## config.mk

```make
export PLATFORM = sky130hd
export DESIGN_NAME = ahblite_master_arbiter
export DESIGN_NICKNAME = d
export VERILOG_FILES = /design/src/rtl/ahblite_master_arbiter.sv
export SDC_FILE = /design/constraint.sdc
export NUM_CORES = 1
export LEC_CHECK = 0
export BUFFER_PORTS_ARGS = -buffer_cell sky130_fd_sc_hd__buf_4
export CORE_UTILIZATION = 40
export DETAILED_ROUTE_END_ITERATION = 8
export PLACE_DENSITY = 0.61
export SLEW_MARGIN = 0
export SYNTH_ARGS = -nofsm -noshare
export SYNTH_HDL_FRONTEND = slang
export SYNTH_SLANG_ARGS = --single-unit
export TNS_END_PERCENT = 50
```

## constraint.sdc

```tcl
create_clock -name HCLK -period 3.28 [get_ports HCLK]
set_input_delay 0.328 -clock HCLK [delete_from_list [all_inputs] [get_ports HCLK]]
set_output_delay 0.328 -clock HCLK [all_outputs]
set_load 0.1 [all_outputs]
```

## src/rtl/ahblite_master_arbiter.sv

```systemverilog
`default_nettype none
//==============================================================================
// Module   : ahblite_master_arbiter
// Brief    : Two-master (Cortex-M0 core / DMA) AHB-Lite arbiter. Bus ownership
//            changes only on transfer boundaries, so fixed-length bursts are
//            never split. Define ARB_FAIRNESS_EN to add a DMA hold-limit.
// Revision : 1.0 - initial release
//==============================================================================
module ahblite_master_arbiter #(
    parameter int MAX_HOLD = 16,
    parameter int HOLD_W   = 5
) (
    input  logic       HCLK,
    input  logic       HRESET,
    input  logic       HREADY,
    input  logic [1:0] HTRANSC,
    input  logic [2:0] HBURSTC,
    input  logic [1:0] HTRANSD,
    input  logic [2:0] HBURSTD,
    input  logic       DMAREQ,
    output logic       DMAGNT,
    output logic       HMASTERSEL,
    output logic       HDATASEL,
    output logic       HSTALLC
);

    localparam logic [1:0] c_IDLE    = 2'b00;
    localparam logic [1:0] c_NONSEQ  = 2'b10;
    localparam logic [1:0] c_SEQ     = 2'b11;

    localparam logic [0:0] c_ST_CORE = 1'b0;
    localparam logic [0:0] c_ST_DMA  = 1'b1;

    logic [0:0] r_state;
    logic [0:0] w_state_nxt;
    logic [4:0] r_beat;
    logic [4:0] w_beat_nxt;
    logic [4:0] w_burst_last;
    logic [1:0] w_own_trans;
    logic [2:0] w_own_burst;
    logic       w_bound;
    logic       w_fair_hit;
    logic       r_datasel;

    // The address-phase owner's transfer drives the beat counter.
    assign w_own_trans = (r_state == c_ST_DMA) ? HTRANSD : HTRANSC;
    assign w_own_burst = (r_state == c_ST_DMA) ? HBURSTD : HBURSTC;

    always_comb begin
        case (w_own_burst[2:1])
            2'b00:   w_burst_last = 5'd0;
            2'b01:   w_burst_last = 5'd3;
            2'b10:   w_burst_last = 5'd7;
            default: w_burst_last = 5'd15;
        endcase
    end

    always_comb begin
        w_beat_nxt = r_beat;
        if (HREADY) begin
            if (w_own_trans == c_NONSEQ) begin
                w_beat_nxt = w_burst_last;
            end else if (w_own_trans == c_SEQ && r_beat != 5'd0) begin
                w_beat_nxt = r_beat - 5'd1;
            end
        end
    end

    // Boundary: the transfer accepted this cycle is the last of its burst.
    assign w_bound = HREADY && (w_beat_nxt == 5'd0);

`ifdef ARB_FAIRNESS_EN
    localparam logic [HOLD_W-1:0] c_MAX_HOLD = HOLD_W'(MAX_HOLD);

    logic [HOLD_W-1:0] r_hold;
    logic [HOLD_W-1:0] w_hold_nxt;
    logic              w_dma_beat;

    assign w_dma_beat = (r_state == c_ST_DMA) && HREADY && HTRANSD[1];

    // Saturates so a DMA that never reaches a boundary cannot wrap the count.
    always_comb begin
        w_hold_nxt = r_hold;
        if (w_dma_beat && HTRANSC != c_IDLE && r_hold != {HOLD_W{1'b1}}) begin
            w_hold_nxt = r_hold + 1'b1;
        end
    end

    assign w_fair_hit = (w_hold_nxt >= c_MAX_HOLD);

    always_ff @(posedge HCLK) begin
        if (HRESET) begin
            r_hold <= '0;
        end else if (r_state == c_ST_CORE && w_state_nxt == c_ST_DMA) begin
            r_hold <= '0;
        end else begin
            r_hold <= w_hold_nxt;
        end
    end
`else
    logic w_unused_cfg;
    assign w_unused_cfg = ^{MAX_HOLD, HOLD_W};
    assign w_fair_hit   = 1'b0;
`endif

    always_ff @(posedge HCLK) begin
        if (HRESET) begin
            r_state   <= c_ST_CORE;
            r_beat    <= 5'd0;
            r_datasel <= 1'b1;
        end else begin
            r_state <= w_state_nxt;
            r_beat  <= w_beat_nxt;
            if (HREADY) begin
                r_datasel <= HMASTERSEL;
            end
        end
    end

    // The core must be idle when handing over so no core address is dropped.
    always_comb begin
        w_state_nxt = r_state;
        case (r_state)
            c_ST_CORE: begin
                if (DMAREQ && HTRANSC == c_IDLE && w_bound) begin
                    w_state_nxt = c_ST_DMA;
                end
            end
            c_ST_DMA: begin
                if (w_bound && (!DMAREQ || w_fair_hit)) begin
                    w_state_nxt = c_ST_CORE;
                end
            end
        endcase
    end

    always_comb begin
        HMASTERSEL = 1'b1;
        DMAGNT     = 1'b0;
        if (r_state == c_ST_DMA) begin
            HMASTERSEL = 1'b0;
            DMAGNT     = 1'b1;
        end
    end

    assign HDATASEL = r_datasel;
    assign HSTALLC  = DMAGNT;

endmodule
`default_nettype wire

```

==> reports/qor.yml, run 1 <==
grt_pass1_wl_um: 1900
power.share.switching_pct: 33.7
rows: 13
worstRegToRegCells: 6
synth_cell_types: 38
switchingPower_mw: 0.0908
synthTopCellsByCount: "inv_1, dfxtp_1, nor2_1"
area.growth.synth_to_final_pct: 22.0
finClkSkew_ns: 0.00115
fin_tns_setup_ns: 0
hold_path_depth: 2
crit_path_max_incr_delay_ns: 0.59
clkTransAtPathRegs_ns: 0.05
reg2reg_from: "r_state"
slew_violations: 0
synth_edf_count: 0
setup_violations: 0
setup.worst_path.class: "reg -> reg"
finalNetCount: 103
design_area_um2: 751
die_area_um2: 1700
power_frac_seq_pct: 36.1
drt-initial-drc-count: 10
startpoint_type: "register"
min_period_ns: 2.05
start_util_pct: 45.1
drc: 0
hold_violations: 0
p_per_area_nw_per_um2: 359
power_mw: 0.269
cp.required_ns: 3.46
synth_flop_cell: "dfxtp_1"
yosysTopAreaCellShare_pct: 22.8
vias: 535
drive_above_1_share_pct: 34.5
fp.dieH_um: 41.2
synth_most_common_cell: "inv_1"
drv_cap: 0
worst-path-max-fanout: 13
ir_drop_uv: 203
cts-resized-gates: 0
drt-pass1-iter-count: 4
syn-num-nets: 86
synthesis.area_um2: 616
diodes: 0
min_from: "HRESET"
overflow: 0
dpl.hpwl_um: 1010
max-slew-margin-rel_pct: 69.8
min_period_over_period_pct: 62.5
drt-vias-per-instance: 5.25
r2r_setup_slack_ns: 1.23
tightest_slew_ns: 0.452
cts-root-buf: "clkbuf_4"
critPathCaptureType: "register"
final_core_util_pct: 54.9
p_int_mw: 0.178
grt_pass1_vias: 434
worstPathArrival_ns: 2.22
track_usage_pct: 17.4
postRouteAntennaNets: 0
cts_made_buffers: 3
cp_slowest_cell: "dfxtp_1"
startpoint: "r_state"
num_io_pins: 18
core-area_um2: 1370
io_buffers: 15
postPlaceCellArea_um2: 724
cts.sinks: 7
grt_max_degree: 14
leakagePower_nw: 0.306
cts_htree_levels: 1
yosys_register_bits: 7
fp.dieW_um: 41.2
hold_slack_ns: 0.299
postSynthAreaPerCell_um2: 8.67
r2r-end: "r_state"
rsz0062_at_grt: "no"
clk_path_buf_depth: 2
power_frac_comb_pct: 36.0
wire_per_inst_um: 12.7
clk_latency_ns: 0.24
critical_path.cell_chain: "and3b_2 > o32ai_4 > mux2_4 > and4b_1 > a41o_1 > a21oi_2"
place_congestion: 0.729
ctsHoldBuffers: 0
hold_path_class: "in -> reg"
power_frac_clock_pct: 27.9
finalWirelength_um: 1300
async_reset_ff_share_pct: 0
tritoncts: "yes"
antenna_found_initial: 0
post_cts.repair.setup_buffers: 0
synth_warnings: 0
syn_inst: 71
holdPathEnd: "r_beat[4]"
yosysTopAreaCell: "dfxtp_1"
synthTopCellsByArea: "dfxtp_1, mux2i_1, inv_1"
ys_seq_area_share_pct: 22.8
outcome: "finished clean"
fmax_ghz: 0.488
## logic make-up (layout without fill, tap and decap cells)
group / Yosys count / after routing / synth area share (%)
compound gates: 19 / 19 / 30.3
fa+ha+maj: 1 / 1 / 2.03
mux: 4 / 4 / 7.32
buf+inv: 11 / 27 / 8.54
simple gates: 29 / 29 / 29.1
flops: 7 / 7 / 22.8
## critical path: cells and delay by family, from the launching register on
kind,cells,cell delay [ns]
DFF,1,0.59
AOI/OAI and AO/OA,3,0.53
and+or+nand+nor,2,0.52
muxes,1,0.35
## stage by stage
stage                     cells  setup slack [ns]
after floorplan              71             0.887
after detailed placement     98              1.25
after global placement       98              1.26
final                       102              1.23
after CTS                   102              1.23
after global routing        102              1.14
## area by class of cell
class	instances	area, um2
clock buffers	4	26.3
fillers	139	616
inverters	8	30.0
multi-input cells	53	423
flip-flops and latches	7	140
well taps	15	18.8
repair buffers	15	113
## per-layer routing
metal	routed length (um)	up-vias	track usage, %	part of all wire (%)
met2	598	9	25.4	46
met3	39	2	3.26	3.0
li1	-	290	-	-
met1	652	234	24.8	50
met4	9	0	7.26	0.69
met5	0	-	0	0
## power groups by stage
stage | Clock (mW) | Sequential, mW | Combinational (mW)
after floorplan | 0 | 0.103 | 0.0684
after global placement | 0 | 0.0988 | 0.0965
after detailed placement | 0 | 0.0989 | 0.0967
after CTS | 0.0792 | 0.0971 | 0.0971
after global routing | 0.0846 | 0.0981 | 0.105
final | 0.0751 | 0.0972 | 0.0969
## placed cells by master, fill, tap and decap left out, types with 2 or more instances in the layout
cell type,instances
nand3_1,3
nor2b_1,2
a21oi_1,2
clkbuf_4,3
dfxtp_1,7
o211ai_1,2
o221ai_1,2
nand2b_1,2
buf_4,15
o21ai_0,4
nor2_1,6
mux2i_1,3
nand2_1,4
inv_1,8
## state kept, by name, summed over array words and instances (netlist names)
| register | flops |
|---|---|
| r_state | 1 |
| r_beat | 5 |
| HDATASEL | 1 |
## worst max path at each step
stage,depth (start not counted),slack [ns],end
after CTS,6,1.23,r_state
final,6,1.23,r_state
after floorplan,7,0.89,r_state
after global routing,6,1.14,r_state
after global placement,6,1.26,r_state
after detailed placement,6,1.25,r_state
No activity file was read; power rests on OpenSTA's default activity.
==> inputs of run 2 (changes only) <==
==> constraint.sdc (replaced) <==
create_clock -name HCLK -period 2.1 [get_ports HCLK]
set_input_delay 0.21 -clock HCLK [delete_from_list [all_inputs] [get_ports HCLK]]
set_output_delay 0.21 -clock HCLK [all_outputs]
set_load 0.1 [all_outputs]
==> run 2 against run 1 <==
Non-clock buffer count did not move. Largest power group unchanged. Sequential power rose by 56%. Hold slack got worse by 0.12 ns. Utilization rose by 0.091 points. Clock power rose by 57%. Critical path type unchanged. Final cell count did not move. Setup slack got worse by 1.1 ns. Register-to-register slack got worse by 1.1 ns. Sequential share of layout area rose by 0.14 points. Die area did not move.
==> reports/qor.yml, run 2 (same netlist as run 1, synthesis figures left out) <==
grt_pass1_vias: 478
largest_register: "r_beat"
r2r-end: "r_state"
setup_violations: 0
drc: 0
holdPathEnd: "r_beat[4]"
min_period_ns: 1.99
dpl.hpwl_um: 1000
postRouteAntennaNets: 0
cts.sinks: 7
reg2reg_from: "r_beat[0]"
startpoint: "r_beat[0]"
cp_slowest_cell: "mux2_4"
num_io_pins: 18
r2r_setup_slack_ns: 0.11
setup.worst_path.class: "reg -> reg"
rsz0062_at_grt: "no"
start_util_pct: 45.1
wire_per_inst_um: 12.5
path_common_cell: "inv_1"
min_from: "HRESET"
cts_made_buffers: 3
finClkSkew_ns: 0.000198
clkTransAtPathRegs_ns: 0.05
grt_max_degree: 14
area.growth.synth_to_final_pct: 22.2
fp.dieW_um: 41.2
pre_cts_ws_ns: 0.0822
clk_path_buf_depth: 2
max-slew-margin-rel_pct: 75.8
worst-path-max-fanout: 4
drt-pass1-iter-count: 3
critPathCaptureType: "register"
cts-root-buf: "clkbuf_4"
layout_setup_ws_ns: 0.106
cts_htree_levels: 1
critical_path.cell_chain: "inv_1 > ha_1 > inv_1 > o32ai_4 > mux2_4 > and4b_1 > a41o_1 > a21oi_2"
worstRegToRegCells: 8
fmax_ghz: 0.502
fp.dieH_um: 41.2
finalNetCount: 103
tightest_slew_ns: 0.359
grt_pass1_wl_um: 2040
worstPathArrival_ns: 2.17
crit_path_max_incr_delay_ns: 0.35
hold_violations: 0
io_buffers: 15
diodes: 0
finalWirelength_um: 1270
drive_above_1_share_pct: 35.6
ctsHoldBuffers: 0
layout_commonest_cell: "buf_4"
hold_path_class: "in -> reg"
hold_path_depth: 2
antenna_found_initial: 0
leakagePower_nw: 0.306
fin_tns_setup_ns: 0
drv_cap: 0
overflow: 0
die_area_um2: 1700
place_congestion: 0.735
track_usage_pct: 18.5
min_period_over_period_pct: 94.9
vias: 550
power_mw: 0.421
p_per_area_nw_per_um2: 559
slew_violations: 0
tritoncts: "yes"
ir_drop_uv: 287
cp.required_ns: 2.27
layout_common_cells: "buf_4, inv_1, dfxtp_1, nor2_1"
outcome: "finished clean"
startpoint_type: "register"
largest_reg_flops: 5
drt-initial-drc-count: 7
clk_latency_ns: 0.24
drt-vias-per-instance: 5.39
rows: 13
core-area_um2: 1370
fill_cells: 133
run 2: metal layers:
metal | global-route usage (%) | vias up | share of wire [%]
li1 | - | 294 | -
met1 | 26.1 | 245 | 50
met2 | 28.5 | 9 | 46
met3 | 1.63 | 2 | 3.3
met4 | 7.26 | 0 | 0.63
met5 | 0 | - | 0
run 2: repair_timing:
item,4_1_cts,5_1_grt
gates resized for setup,0,0
buffers inserted,0,0
setup endpoints to repair,0,1
run 2: how the worst max path moves through the flow:
stage | end | slack (ns) | depth (start not counted)
floorplan | r_state | 0.04 | 7
global placement | r_state | 0.10 | 8
detailed placement | r_state | 0.08 | 8
CTS | r_state | 0.07 | 8
global route | r_state | 0.01 | 8
finish | r_state | 0.11 | 8
run 2: layout make-up:
| type | instances | area [um2] | area share, % |
|---|---|---|---|
| Clock buffer | 4 | 26.3 | 3.49 |
| Inverter | 8 | 30.0 | 3.99 |
| Multi-Input combinational cell | 53 | 423 | 56.2 |
| Sequential cell | 7 | 141 | 18.8 |
| Tap cell | 15 | 18.8 | 2.50 |
| Timing Repair Buffer | 15 | 113 | 15.0 |
run 2: worst max-delay path, delay by kind of cell (launching register included):
kind / cells / cell delay, ns
buf+inv: 2 / 0.19
fa+ha+maj: 1 / 0.19
mux: 1 / 0.35
simple gates: 1 / 0.23
flops: 1 / 0.34
compound gates: 3 / 0.63
run 2: through the flow:
step / instances / utilization (%) / hold WS, ns / cell area, um2
final: 102 / 55.0 / 0.181 / 752
after global routing: 102 / 55.0 / 0.193 / 752
after CTS: 102 / 55.0 / 0.176 / 752
after detailed placement: 98 / 53.1 / 0.434 / 726
after global placement: 98 / 53.1 / 0.432 / 726
after floorplan: 71 / - / 0.279 / 617
run 2: report_power, final:
part	switching, mW	internal [mW]
combinational	0.0856	0.0654
clock	0.0453	0.0722
sequential	0.0110	0.141
total	0.142	0.279
